==> src/rtl/specdrum_pkg.sv <==
// Shared definitions for the multi-channel Specdrum sample latch.
// Contents: clog2 helper, control register bit positions, the silence
// level used for reset, and the low address nibble of the control port.
package specdrum_pkg;

  // Ceiling log2. Returns 0 for n <= 1.
  function automatic int clog2(input int n);
    int r;
    r = 0;
    while ((1 << r) < n) begin
      r = r + 1;
    end
    return r;
  endfunction

  localparam int         MODE_BIT    = 0;
  localparam int         CLR_BIT     = 1;
  localparam logic [7:0] SILENCE     = 8'h80;
  localparam logic [3:0] CTRL_NIBBLE = 4'h0;

endpackage

==> src/rtl/specdrum_fifo.sv <==
// Per-channel sample FIFO of DEPTH 8-bit entries.
// Ports:
//   clock, reset  : system clock, asynchronous active-low reset
//   push, pop     : enqueue din / dequeue head. A push while full and a
//                   pop while empty are ignored. Both are judged against
//                   the occupancy before the edge.
//   flush         : empties the FIFO and overrides push/pop
//   din           : sample to enqueue
//   head          : registered copy of the oldest entry
//   empty, full   : registered occupancy flags
module specdrum_fifo
  import specdrum_pkg::*;
#(
  parameter int DEPTH = 16
) (
  input  logic       clock,
  input  logic       reset,
  input  logic       push,
  input  logic       pop,
  input  logic       flush,
  input  logic [7:0] din,
  output logic [7:0] head,
  output logic       empty,
  output logic       full
);

  localparam int AW = clog2(DEPTH);

  logic [7:0]    mem_r [DEPTH];
  logic [AW-1:0] wr_ptr_r, rd_ptr_r, wr_ptr_next_s, rd_ptr_next_s;
  logic [AW:0]   count_r, count_next_s;
  logic          push_ok_s, pop_ok_s;
  logic [7:0]    head_r, head_next_s;
  logic          empty_r, full_r;

  assign push_ok_s = push && !full_r;
  assign pop_ok_s  = pop && !empty_r;

  // Next pointers, occupancy and head value.
  always_comb begin
    wr_ptr_next_s = wr_ptr_r;
    rd_ptr_next_s = rd_ptr_r;
    count_next_s  = count_r;
    head_next_s   = head_r;
    if (flush) begin
      wr_ptr_next_s = '0;
      rd_ptr_next_s = '0;
      count_next_s  = '0;
    end else begin
      if (push_ok_s) begin
        wr_ptr_next_s = wr_ptr_r + AW'(1);
      end else begin
        wr_ptr_next_s = wr_ptr_r;
      end
      if (pop_ok_s) begin
        rd_ptr_next_s = rd_ptr_r + AW'(1);
      end else begin
        rd_ptr_next_s = rd_ptr_r;
      end
      case ({push_ok_s, pop_ok_s})
        2'b10:   count_next_s = count_r + (AW+1)'(1);
        2'b01:   count_next_s = count_r - (AW+1)'(1);
        default: count_next_s = count_r;
      endcase
      // The incoming sample becomes the head when it lands in the slot
      // the read pointer will point at (FIFO empty after this edge's pop).
      if (push_ok_s && (wr_ptr_r == rd_ptr_next_s)) begin
        head_next_s = din;
      end else begin
        head_next_s = mem_r[rd_ptr_next_s];
      end
    end
  end

  // Storage array.
  always_ff @(posedge clock or negedge reset) begin
    if (!reset) begin
      for (int i = 0; i < DEPTH; i++) begin
        mem_r[i] <= SILENCE;
      end
    end else if (push_ok_s && !flush) begin
      mem_r[wr_ptr_r] <= din;
    end
  end

  // Pointers, occupancy, flags and head register.
  always_ff @(posedge clock or negedge reset) begin
    if (!reset) begin
      wr_ptr_r <= '0;
      rd_ptr_r <= '0;
      count_r  <= '0;
      head_r   <= SILENCE;
      empty_r  <= 1'b1;
      full_r   <= 1'b0;
    end else begin
      wr_ptr_r <= wr_ptr_next_s;
      rd_ptr_r <= rd_ptr_next_s;
      count_r  <= count_next_s;
      head_r   <= head_next_s;
      empty_r  <= (count_next_s == (AW+1)'(0));
      full_r   <= (count_next_s == (AW+1)'(DEPTH));
    end
  end

  assign head  = head_r;
  assign empty = empty_r;
  assign full  = full_r;

endmodule

==> src/rtl/specdrum_multi.sv <==
// Multi-channel 8-bit sample DAC latch on the Z80 I/O bus.
// Ports:
//   clock, reset   : system clock, asynchronous active-low reset
//   ce             : clock enable for all state changes
//   iorq, wr       : Z80 strobes, active low
//   a, d           : address bits 7:0 and data bus
//   tick           : sample-rate strobe (buffered mode only)
//   q              : channel levels, channel c at bits 8c+7:8c
//   mix            : registered unsigned sum of all channel levels
//   mode           : 0 direct, 1 buffered
//   empty, full    : per-channel FIFO flags
//   ovf, unf       : sticky overflow / underrun flags
// Port a[3:0] = F-c addresses channel c; a[3:0] = 0 is the control register.
module specdrum_multi
  import specdrum_pkg::*;
#(
  parameter int         NCH   = 4,
  parameter int         DEPTH = 16,
  parameter logic [3:0] PORT  = 4'hD
) (
  input  logic                      clock,
  input  logic                      reset,
  input  logic                      ce,
  input  logic                      iorq,
  input  logic                      wr,
  input  logic [7:0]                a,
  input  logic [7:0]                d,
  input  logic                      tick,
  output logic [8*NCH-1:0]          q,
  output logic [8+clog2(NCH)-1:0]   mix,
  output logic                      mode,
  output logic [NCH-1:0]            empty,
  output logic [NCH-1:0]            full,
  output logic                      ovf,
  output logic                      unf
);

  localparam int MW = 8 + clog2(NCH);

  logic           wsel_s, fire_s, ctrl_wr_s, clr_s, flush_s, tick_s;
  logic           ovf_set_s, unf_set_s;
  logic           seen_r, mode_r, ovf_r, unf_r;
  logic [NCH-1:0] ch_wr_s, push_s, pop_s, empty_s, full_s;
  logic [7:0]     head_s [NCH];
  logic [7:0]     q_r [NCH];
  logic [MW-1:0]  sum_s, mix_r;

  assign wsel_s    = !iorq && !wr && (a[7:4] == PORT);
  // One event per strobe: fire only when the previous ce sample was idle.
  assign fire_s    = ce && wsel_s && !seen_r;
  assign ctrl_wr_s = fire_s && (a[3:0] == CTRL_NIBBLE);
  assign clr_s     = ctrl_wr_s && d[CLR_BIT];
  assign flush_s   = ctrl_wr_s && (d[MODE_BIT] != mode_r);
  // A tick coinciding with a mode change is dropped along with the FIFO data.
  assign tick_s    = ce && tick && mode_r && !flush_s;
  assign ovf_set_s = |(push_s & full_s);
  assign unf_set_s = tick_s && (|empty_s);

  genvar c;
  generate
    for (c = 0; c < NCH; c++) begin : g_ch
      assign ch_wr_s[c] = fire_s && (a[3:0] == 4'(15 - c));
      assign push_s[c]  = ch_wr_s[c] && mode_r;
      assign pop_s[c]   = tick_s;
      assign q[8*c +: 8] = q_r[c];

      specdrum_fifo #(.DEPTH(DEPTH)) u_fifo (
        .clock (clock),
        .reset (reset),
        .push  (push_s[c]),
        .pop   (pop_s[c]),
        .flush (flush_s),
        .din   (d),
        .head  (head_s[c]),
        .empty (empty_s[c]),
        .full  (full_s[c])
      );
    end
  endgenerate

  // Strobe history; starts "seen" so a strobe held through reset is ignored.
  always_ff @(posedge clock or negedge reset) begin
    if (!reset) begin
      seen_r <= 1'b1;
    end else if (ce) begin
      seen_r <= wsel_s;
    end
  end

  // Control register and sticky flags (a set beats a clear on the same edge).
  always_ff @(posedge clock or negedge reset) begin
    if (!reset) begin
      mode_r <= 1'b0;
      ovf_r  <= 1'b0;
      unf_r  <= 1'b0;
    end else if (ce) begin
      if (ctrl_wr_s) begin
        mode_r <= d[MODE_BIT];
      end
      if (ovf_set_s) begin
        ovf_r <= 1'b1;
      end else if (clr_s) begin
        ovf_r <= 1'b0;
      end
      if (unf_set_s) begin
        unf_r <= 1'b1;
      end else if (clr_s) begin
        unf_r <= 1'b0;
      end
    end
  end

  // Channel level registers: direct writes or FIFO pops on tick.
  always_ff @(posedge clock or negedge reset) begin
    if (!reset) begin
      for (int i = 0; i < NCH; i++) begin
        q_r[i] <= SILENCE;
      end
    end else begin
      for (int i = 0; i < NCH; i++) begin
        if (ch_wr_s[i] && !mode_r) begin
          q_r[i] <= d;
        end else if (pop_s[i] && !empty_s[i]) begin
          q_r[i] <= head_s[i];
        end
      end
    end
  end

  // Adder over all channel levels.
  always_comb begin
    sum_s = '0;
    for (int i = 0; i < NCH; i++) begin
      sum_s = sum_s + MW'(q_r[i]);
    end
  end

  // Mix register, follows q one ce edge later.
  always_ff @(posedge clock or negedge reset) begin
    if (!reset) begin
      mix_r <= MW'(NCH * 128);
    end else if (ce) begin
      mix_r <= sum_s;
    end
  end

  assign mix   = mix_r;
  assign mode  = mode_r;
  assign empty = empty_s;
  assign full  = full_s;
  assign ovf   = ovf_r;
  assign unf   = unf_r;

endmodule

==> config.mk <==
export PLATFORM = sky130hd
export DESIGN_NAME = specdrum_multi
export DESIGN_NICKNAME = d
export VERILOG_FILES = /design/src/rtl/specdrum_pkg.sv /design/src/rtl/specdrum_fifo.sv /design/src/rtl/specdrum_multi.sv
export SDC_FILE = /design/constraint.sdc
export NUM_CORES = 1
export LEC_CHECK = 0
export BUFFER_PORTS_ARGS = -buffer_cell sky130_fd_sc_hd__buf_2
export CAP_MARGIN = 25
export CORE_MARGIN = 2
export CORE_UTILIZATION = 45
export CTS_CLUSTER_DIAMETER = 120
export DETAILED_ROUTE_END_ITERATION = 6
export PLACE_DENSITY = 0.66
export SETUP_SLACK_MARGIN = 0.3
export SLEW_MARGIN = 20
export SYNTH_ARGS = -nofsm -noshare
export SYNTH_HDL_FRONTEND = slang
export SYNTH_SLANG_ARGS = --single-unit
==> constraint.sdc <==
create_clock -name clock -period 4.6 [get_ports clock]
set_clock_uncertainty 0.15 [all_clocks]
set_input_delay 0.69 -clock clock [delete_from_list [all_inputs] [get_ports clock]]
set_output_delay 0.69 -clock clock [all_outputs]
set_load 0.03 [all_outputs]
==> results.md <==
- Status: complete, but fails checks
- Violations in the final reports: design-rule violations, negative hold slack
- Buffers and inverters on the worst path: 0
- Max Used Layer: met5
- Worst hold slack: -0.00776 ns
- Layout Nets: 3034
- Worst-Skew Late Latency: 0.62 ns
- Mapped Area: 36200 um2
- Die height: 288 um
- Final Slew Violations: 0
- CTS max path bufs: 3
- Core area: 80200 um2
- Average cell area after synthesis: 12.3 um2
- Crit path kind: reg -> reg
- Max Fclk: 254 MHz
- H-Tree Depth: 3
- Worst path slowest cell: nor3_2
- Starting Density: 0.452
- Met3 Wirelength: 7460 um
- DRC viols: 5
- Die ar.: 82800 um2
- TritonCTS clock tree: built
- Period minus WS final: 3.94 ns
- DRT antenna net count: 0
- Synth warnings: 0
- Wire length on met2: 47300 um
- Synth Flop Type: dfrtp_1
- Hold_buf cts: 0
- Placed Cells: 3942
- Slew HR: 0.279
- Number of flops mapped to enable cells by yosys: 0
- Routed len/inst: 25.0 um
- Vias: 25700
- Pwr Total: 12.3 mW
- Syn Inst Count: 2942
- Synth cell count leaders: dfrtp_1 (572), mux2_2 (539), nand2_1 (189)
- GR Overflow Total: 0
- Pin count of the biggest net entering global routing: 109
- Hpwl dp: 69400 um
- Crit path required time: 5.00 ns
- Crit path DAT: 4.33 ns
- Clk slew on worst S/H paths: 0.06 ns
- Routed WL: 102000 um
- Total CTS buffers: 73
- Seq cells post-synth: 650
- Total Routing Usage GR: 0.246
- CTS sink count: 650
- Max cap viols: 0
- Fin cells: 4079
- Final setup vio count: 0
- DR iter-0 viols: 2363
- Startpoint types: register
- Unrepaired setup endpoints after global routing: no
- Cell area power density: 304 nW/um2
- CP cell instances: nand3_1 > or2_2 > nor3_2 > xor2_1 > ha_1 > o41ai_1 > mux2i_1 > nor4_1 > xnor2_1 > nor2_1 > nor2_1
- Nature of the critical path endpoint: register
- Crit Path Max Fanout: 10
- Synth top area cells: dfrtp_1 (40%), mux2_2 (17%), mux4_2 (10%)
- Worst Max-Slew Pin Slew: 1.08 ns
- Largest area contributor in the netlist: dfrtp_1
- Top Ports: 75
- Area grow syn2layout: 11.8%
- Mapped Nets: 3018
- Most frequent CP cell: nor2_1
- Initial antenna violation count: 4
- M1 WL: 43700 um
- # rows: 104
- Final hold violation count: 2
- Antenna Cells: 0
- Leak pwr: 18.3 nW
- Crit path max-delay family: simple AND/OR/NAND/NOR gates
- Die width: 288 um
- FFs w/ async S/R, synth: 1.00
- # port buffers: 74
- Via density: 6.29
- Root Driver: clkbuf_16
- Crit path largest cell delay: 0.52 ns
- Share of cells above drive strength 1: 0.372
- Register area share after synthesis: 0.452
- Count leader, synth: dfrtp_1
- First-pass GRT wire length: 158000 um
- Share of the synthesized area in the top cell type: 0.395
- Filler Cell Count: 6880
- Crit share post-route: 0.855
- GPL Wtd Cong: 0.959
- Detailed Routing Iterations Pass 1: 7
- Yosys cell types: 83
- Worst min path class: in -> async
- VDD IR max: 0.251 mV
- Number of global-route vias before repair: 26100
==> power breakdown <==
part           switching (mW)  total [mW]  internal, mW  leakage [nW]
Sequential             0.0272        5.77          5.74          8.76
Combinational           0.316       0.400        0.0843          8.32
Clock                    2.40        6.14          3.75          1.26
==> placed cells by master, fill, tap and decap left out, drive strengths merged, types with 18 or more instances in the layout <==
cell	count
a211oi	19
a21oi	60
a221oi	20
a22oi	27
a31oi	23
and2	23
and3	25
buf	184
clkbuf	115
dfrtp	572
dfstp	78
ha	38
inv	31
mux2	540
mux2i	176
mux4	167
nand2	192
nand3	50
nor2	152
nor2b	18
nor3	47
o21ai	116
o221ai	19
o22ai	28
xnor2	44
xor2	30
==> final cells by class <==
cell class / instances / area [um2] / area share
multi-input combinational: 2019 / 18800 / 0.464
sequential: 650 / 16400 / 0.404
clock buffer: 115 / 2280 / 0.0563
timing repair buffer: 184 / 1360 / 0.0337
tap: 1060 / 1330 / 0.0327
clock inverter: 21 / 263 / 0.00649
inverter: 30 / 113 / 0.00278
==> sequential cells by signal, indices dropped and copies added, names as in the netlist <==
register	count
g_ch.u_fifo.count_r	20
g_ch.u_fifo.empty	4
g_ch.u_fifo.full	4
g_ch.u_fifo.head	32
g_ch.u_fifo.mem_r	512
g_ch.u_fifo.rd_ptr_r	16
g_ch.u_fifo.wr_ptr_r	16
mix	10
mode	1
ovf	1
q	32
seen_r	1
unf	1
==> timing repair <==
action	4_1_cts	5_1_grt
setup endpoints to repair	1	5
setup buffers	0	0
resized for setup	1	2
==> path summary, 6_finish.rpt <==
kind,cells after the start,to,start,slack [ns]
hold reg to reg,1,mix[5]$_DFFE_PN0P_,mix[5]$_DFFE_PN0P_,0.32
max in group asynchronous,3,g_ch[3].u_fifo.mem_r[0]$_DFFE_PN0P_,reset,3.12
min in group clock,1,mix[5]$_DFFE_PN0P_,mix[5]$_DFFE_PN0P_,0.32
hold / removal,1,g_ch[3].u_fifo.mem_r[4]$_DFFE_PN0P_,reset,-0.008
setup reg to reg,11,g_ch[0].u_fifo.empty$_DFF_PN1_,mode$_DFFE_PN0P_,0.66
setup / recovery,11,g_ch[0].u_fifo.empty$_DFF_PN1_,mode$_DFFE_PN0P_,0.66
==> worst reg2reg max path: stages, from the launching register on <==
cell,delay (ns)
dfrtp_1,0.51
nand3_1,0.48
or2_2,0.51
nor3_2,0.52
xor2_1,0.16
ha_1,0.26
o41ai_1,0.35
mux2i_1,0.15
nor4_1,0.38
xnor2_1,0.19
nor2_1,0.07
nor2_1,0.15
==> cells by family after synthesis <==
group                      count (synthesis)  share of synthesized area
AOI/OAI and AO/OA                        409                     0.0758
xor gates and xnor gates                  76                     0.0191
adders and majority gates                 54                     0.0220
buffers and inverters                    273                     0.0306
DFF                                      650                      0.452
muxes                                    883                      0.320
and+or+nand+nor                          597                     0.0805
==> layer usage <==
metal  track usage  up-vias
met4        0.0812        6
met1         0.345    13400
met2         0.383      973
li1              -    11100
met5             0        -
met3        0.0494      212
==> per-stage QoR <==
step / utilization / instance area [um2] / TNS (ns) / setup WS (ns)
3_3_place_gp: 0.473 / 37900 / 0 / 0.284
3_5_place_dp: 0.473 / 37900 / -0.00958 / -0.00958
4_1_cts: 0.505 / 40500 / 0 / 0.499
6_report: 0.505 / 40500 / 0 / 0.665
5_1_grt: 0.505 / 40500 / 0 / 0.421
2_1_floorplan: - / 36200 / 0 / 0.400
Note: power is estimated with default switching activity, not from simulation.
